==> src/rtl/imem_loader.sv <==
// Instruction-memory writer: length-prefixed byte stream to consecutive byte addresses, holding the CPU in reset until the image is complete.
// Optional trailing checksum byte when IMEM_LOADER_CHECKSUM_EN is defined.
module imem_loader #(
    parameter int                         ADDRESS_WIDTH = 32,
    parameter int                         DATA_WIDTH    = 8,
    parameter int                         MEM_BITS      = 12,
    parameter logic [ADDRESS_WIDTH-1:0]   BASE_ADDR     = '0
) (
    input  logic                     clk,
    input  logic                     rst,
    input  logic                     start,
    input  logic                     in_valid,
    input  logic [DATA_WIDTH-1:0]    in_data,
    output logic                     in_ready,
    output logic                     wr_en,
    output logic [ADDRESS_WIDTH-1:0] wr_addr,
    output logic [DATA_WIDTH-1:0]    wr_data,
    output logic                     cpu_hold,
    output logic                     done,
    output logic                     err,
    output logic [MEM_BITS:0]        bytes_loaded
);

    typedef enum logic [2:0] {
        S_IDLE,
        S_LEN,
        S_LOAD,
`ifdef IMEM_LOADER_CHECKSUM_EN
        S_CHK,
`endif
        S_DONE,
        S_ERR
    } state_t;

    localparam logic [31:0] MAX_LEN = 32'd1 << MEM_BITS;

    state_t                   r_state, w_state;
    logic                     r_in_ready, w_in_ready;
    logic                     r_wr_en, w_wr_en;
    logic [ADDRESS_WIDTH-1:0] r_wr_addr, w_wr_addr;
    logic [DATA_WIDTH-1:0]    r_wr_data, w_wr_data;
    logic                     r_cpu_hold, w_cpu_hold;
    logic                     r_done, w_done;
    logic                     r_err, w_err;
    logic [MEM_BITS:0]        r_bytes, w_bytes;
    logic [31:0]              r_len, w_len;
    logic [1:0]               r_hdr, w_hdr;
    logic                     w_xfer;
    logic [31:0]              w_len_full;
    logic [MEM_BITS:0]        w_idx_next;
`ifdef IMEM_LOADER_CHECKSUM_EN
    logic [7:0]               r_sum, w_sum;
`endif

    assign w_xfer     = in_valid && r_in_ready;
    // Little-endian header: each new byte enters at the top, so the first byte ends up in [7:0].
    assign w_len_full = {in_data[7:0], r_len[31:8]};
    assign w_idx_next = r_bytes + 1'b1;

    always_comb begin
        w_state   = r_state;
        w_wr_en   = 1'b0;
        w_wr_addr = r_wr_addr;
        w_wr_data = r_wr_data;
        w_bytes   = r_bytes;
        w_len     = r_len;
        w_hdr     = r_hdr;
`ifdef IMEM_LOADER_CHECKSUM_EN
        w_sum     = r_sum;
`endif
        case (r_state)
            S_IDLE, S_DONE, S_ERR: begin
                if (start) begin
                    w_state = S_LEN;
                    w_bytes = '0;
                    w_len   = '0;
                    w_hdr   = '0;
`ifdef IMEM_LOADER_CHECKSUM_EN
                    w_sum   = '0;
`endif
                end
            end
            S_LEN: begin
                if (w_xfer) begin
                    w_len = w_len_full;
                    w_hdr = r_hdr + 2'd1;
                    if (r_hdr == 2'd3) begin
                        if (w_len_full == 32'd0) begin
`ifdef IMEM_LOADER_CHECKSUM_EN
                            w_state = S_CHK;
`else
                            w_state = S_DONE;
`endif
                        end else if (w_len_full > MAX_LEN) begin
                            w_state = S_ERR;
                        end else begin
                            w_state = S_LOAD;
                        end
                    end
                end
            end
            S_LOAD: begin
                if (w_xfer) begin
                    w_wr_en   = 1'b1;
                    w_wr_addr = BASE_ADDR + ADDRESS_WIDTH'(r_bytes);
                    w_wr_data = in_data;
                    w_bytes   = w_idx_next;
`ifdef IMEM_LOADER_CHECKSUM_EN
                    w_sum     = r_sum + in_data[7:0];
`endif
                    if (32'(w_idx_next) == r_len) begin
`ifdef IMEM_LOADER_CHECKSUM_EN
                        w_state = S_CHK;
`else
                        w_state = S_DONE;
`endif
                    end
                end
            end
`ifdef IMEM_LOADER_CHECKSUM_EN
            S_CHK: begin
                if (w_xfer) begin
                    w_state = (in_data[7:0] == r_sum) ? S_DONE : S_ERR;
                end
            end
`endif
            default: w_state = S_IDLE;
        endcase

        // Status outputs are a pure function of the next state, so done lands with the final write.
        w_done     = (w_state == S_DONE);
        w_err      = (w_state == S_ERR);
        w_cpu_hold = (w_state != S_DONE);
        w_in_ready = (w_state == S_LEN) || (w_state == S_LOAD)
`ifdef IMEM_LOADER_CHECKSUM_EN
                     || (w_state == S_CHK)
`endif
                     ;
    end

    always_ff @(posedge clk) begin
        if (!rst) begin
            r_state    <= S_IDLE;
            r_in_ready <= 1'b0;
            r_wr_en    <= 1'b0;
            r_wr_addr  <= '0;
            r_wr_data  <= '0;
            r_cpu_hold <= 1'b1;
            r_done     <= 1'b0;
            r_err      <= 1'b0;
            r_bytes    <= '0;
            r_len      <= '0;
            r_hdr      <= '0;
`ifdef IMEM_LOADER_CHECKSUM_EN
            r_sum      <= '0;
`endif
        end else begin
            r_state    <= w_state;
            r_in_ready <= w_in_ready;
            r_wr_en    <= w_wr_en;
            r_wr_addr  <= w_wr_addr;
            r_wr_data  <= w_wr_data;
            r_cpu_hold <= w_cpu_hold;
            r_done     <= w_done;
            r_err      <= w_err;
            r_bytes    <= w_bytes;
            r_len      <= w_len;
            r_hdr      <= w_hdr;
`ifdef IMEM_LOADER_CHECKSUM_EN
            r_sum      <= w_sum;
`endif
        end
    end

    assign in_ready     = r_in_ready;
    assign wr_en        = r_wr_en;
    assign wr_addr      = r_wr_addr;
    assign wr_data      = r_wr_data;
    assign cpu_hold     = r_cpu_hold;
    assign done         = r_done;
    assign err          = r_err;
    assign bytes_loaded = r_bytes;

endmodule

==> config.mk <==
export PLATFORM = sky130hd
export DESIGN_NAME = imem_loader
export DESIGN_NICKNAME = d
export VERILOG_FILES = /design/src/rtl/imem_loader.sv
export SDC_FILE = /design/constraint.sdc
export NUM_CORES = 1
export LEC_CHECK = 0
export ABC_AREA = 1
export CAP_MARGIN = 20
export CORE_UTILIZATION = 35
export DETAILED_ROUTE_END_ITERATION = 10
export GPL_ROUTABILITY_DRIVEN = 0
export PLACE_DENSITY = 0.57
export SYNTH_ARGS = -nofsm -noshare
export SYNTH_HDL_FRONTEND = slang
export SYNTH_SLANG_ARGS = --single-unit
==> constraint.sdc <==
create_clock -name clk -period 2.16 [get_ports clk]
set_input_delay 0.432 -clock clk [delete_from_list [all_inputs] [get_ports clk]]
set_output_delay 0.432 -clock clk [all_outputs]
set_load 0.01 [all_outputs]
==> results_dict.tcl <==
set metrics [dict create \
    worstHoldStart "r_hdr[1]$_SDFFE_PN0P_" \
    cp_max_fo 9 \
    ys_seq_elements 76 \
    syn_area_um2 3650 \
    grt_max_degree 47 \
    r2r_end "cpu_hold$_SDFF_PN1_" \
    first_pass_iters 4 \
    cp-start-kind "flip-flop" \
    route.vias.total 3322 \
    leakage_nw 1.73 \
    synth_cell_type_count 29 \
    cts-hold-fix-buffers 0 \
    grt_pass1_wl_um 15300 \
    wl_per_cell_um 13.0 \
    insertion_delay_ns 0.35 \
    place_hpwl_um 6440 \
    fp.dieH_um 104 \
    worstHoldEndpoint "r_hdr[1]$_SDFFE_PN0P_" \
    core_area_um2 9950 \
    crit_type "flip-flop to flip-flop" \
    nFillCells 1044 \
    nets 576 \
    antenna_found_initial 0 \
    vdd_drop_max_v 0.000269 \
    power_density_nw_per_um2 655 \
    yosysSeqAreaShare 0.417 \
    max-clock-path-buffers 2 \
    rsz0062_at_grt "false" \
    finalClockSkew_ns 0.00891 \
    detail-route-antenna-nets 0 \
    setup-violations-final 0 \
    slew_violations 0 \
    num_rows 36 \
    required_ns 2.41 \
    ys_warn_count 0 \
    cts_inserted_buffers 9 \
    syn_area_per_cell_um2 7.11 \
    synthToLayoutAreaGrowth_pct 21.1 \
    cts-root-buf "clkbuf_8" \
    cts_tree "built" \
    diodes 0 \
    grt_pass1_vias 3161 \
    fin_ws_ns 0.244 \
    clock-sinks 76 \
    io_pins 70 \
    worstSetupEndpointType "flip-flop" \
    critPathLaunch "bytes_loaded[2]$_SDFFE_PN0P_" \
    layout-drive-gt1-share 0.0952 \
    die_x_um 104 \
    reg2reg_slack_ns 0.24 \
    worstHoldPathCells 2 \
    portBuffers 50 \
    fin_crit_ns 1.92 \
    synthCells 513 \
    hp-class "flip-flop to flip-flop" \
    remaining_drc_errors 0 \
    overflow 0 \
    max_cap_viol_count 0 \
    grt_use_total 0.176 \
    vias_per_cell 4.75 \
    fmax_mhz 522 \
    drt_wl_total_um 9110 \
    dp_slack_ns 0.0772 \
    r2r-start "bytes_loaded[2]$_SDFFE_PN0P_" \
    dieArea_um2 10800 \
    crit_arrival_ns 2.17 \
    status "complete, no violations" \
    post-cts-setup-buffers 0 \
    htree_levels 3 \
    initial_core_util 0.366 \
    cts_resized 0 \
    hold_viol_final 0 \
    first_iter_violations 137 \
    tns_ns 0 \
    worst-r2r-cell-count 13 \
    min_period_over_period 0.887 \
    clk_transition_reported_paths_ns 0.08 \
]
-- cell type report --
cell class | instances | area [um2] | area share
Inverter | 50 | 188 | 0.0425
Multi-Input combinational cell | 363 | 1760 | 0.397
Timing Repair Buffer | 62 | 603 | 0.137
Sequential cell | 76 | 1520 | 0.344
Clock inverter | 7 | 58.8 | 0.0133
Tap cell | 133 | 166 | 0.0377
Clock buffer | 9 | 124 | 0.0280
-- routing by layer --
| metal | GRT usage | wire, um |
|---|---|---|
| met1 | 0.243 | 4500 |
| met2 | 0.270 | 4130 |
| met3 | 0.0288 | 378 |
| met4 | 0.0724 | 107 |
| met5 | 0 | 0 |
-- flip-flops by register name (all words and copies together), names as in the netlist --
register      flops
r_state           3
wr_data           8
err               1
r_len            32
cpu_hold          1
wr_en             1
wr_addr          13
r_hdr             2
done              1
in_ready          1
bytes_loaded     13
-- layout by cell type (no fill, tap or decap), types with 2 or more instances in the layout --
master,n
o21ai_2,2
nor2_1,42
nand3_2,2
clkinv_1,2
ha_1,2
inv_6,2
xor2_1,3
clkbuf_8,9
nor3_1,2
buf_4,11
nor2_2,6
conb_1,19
o21ai_0,24
a21oi_1,67
dfxtp_1,76
nor2_4,3
clkinv_4,2
nand2_1,108
clkdlybuf4s50_1,50
inv_2,5
inv_1,43
nand2_2,7
nand3_1,49
nand4_1,7
a211oi_1,16
-- cell families after synthesis --
kind of cell	Yosys count	share of synthesized area
other	1	0.00103
AOI/OAI and AO/OA	112	0.169
DFF	76	0.417
buffers and inverters	92	0.120
and+or+nand+nor	227	0.279
adders and majority gates	2	0.00686
xor gates and xnor gates	3	0.00721
-- critical path, cell delays in order, from the launching register on --
cell and delay (ns):
dfxtp_1 0.52, nand3_2 0.19, inv_2 0.14, nand2_1 0.09
o21ai_2 0.18, nand2_1 0.07, nand2_1 0.07, nand2_1 0.07
nor2_2 0.12, nand3_2 0.10, nand2_2 0.08, nand2_2 0.07
nor2_4 0.09, inv_2 0.03
-- metrics by stage --
step	utilization	instance area [um2]	power, mW	hold slack (ns)	std cells
global placement	0.425	4230	1.90	0.461	684
global route	0.444	4420	3.04	0.497	700
floorplan	-	3710	1.81	0.447	531
CTS	0.444	4420	2.93	0.475	700
finish	0.444	4420	2.89	0.475	700
detailed placement	0.425	4230	1.90	0.462	684
-- cell usage after synthesis, drive strengths merged --
master / instances / area share
nand4: 7 / 0.012
nor3: 2 / 0.0027
nand3: 51 / 0.073
o22ai: 1 / 0.0017
nand2: 115 / 0.12
a21oi: 67 / 0.092
a211oi: 16 / 0.033
clkinv: 2 / 0.0021
o211a: 1 / 0.0027
clkbuf: 12 / 0.012
dfxtp: 76 / 0.42
a31oi: 1 / 0.0017
buf: 30 / 0.056
conb: 1 / 0.0010
o21ai: 26 / 0.038
ha: 2 / 0.0069
inv: 48 / 0.049
nor2: 52 / 0.068
xor2: 3 / 0.0072
-- where the power goes --
part / internal (mW) / switching (mW)
Combinational: 0.131 / 0.255
Clock: 0.435 / 0.590
Sequential: 1.45 / 0.0328
-- worst max-delay path by stage --
stage	endpoint	slack (ns)	cells past startpoint
2_1_floorplan	cpu_hold$_SDFF_PN1_	0.35	14
3_3_place_gp	cpu_hold$_SDFF_PN1_	0.12	11
3_5_place_dp	cpu_hold$_SDFF_PN1_	0.08	11
4_1_cts	bytes_loaded[2]	0.24	1
5_1_grt	cpu_hold$_SDFF_PN1_	0.04	13
6_report	cpu_hold$_SDFF_PN1_	0.24	13
Power figures use the tool's default switching activity.
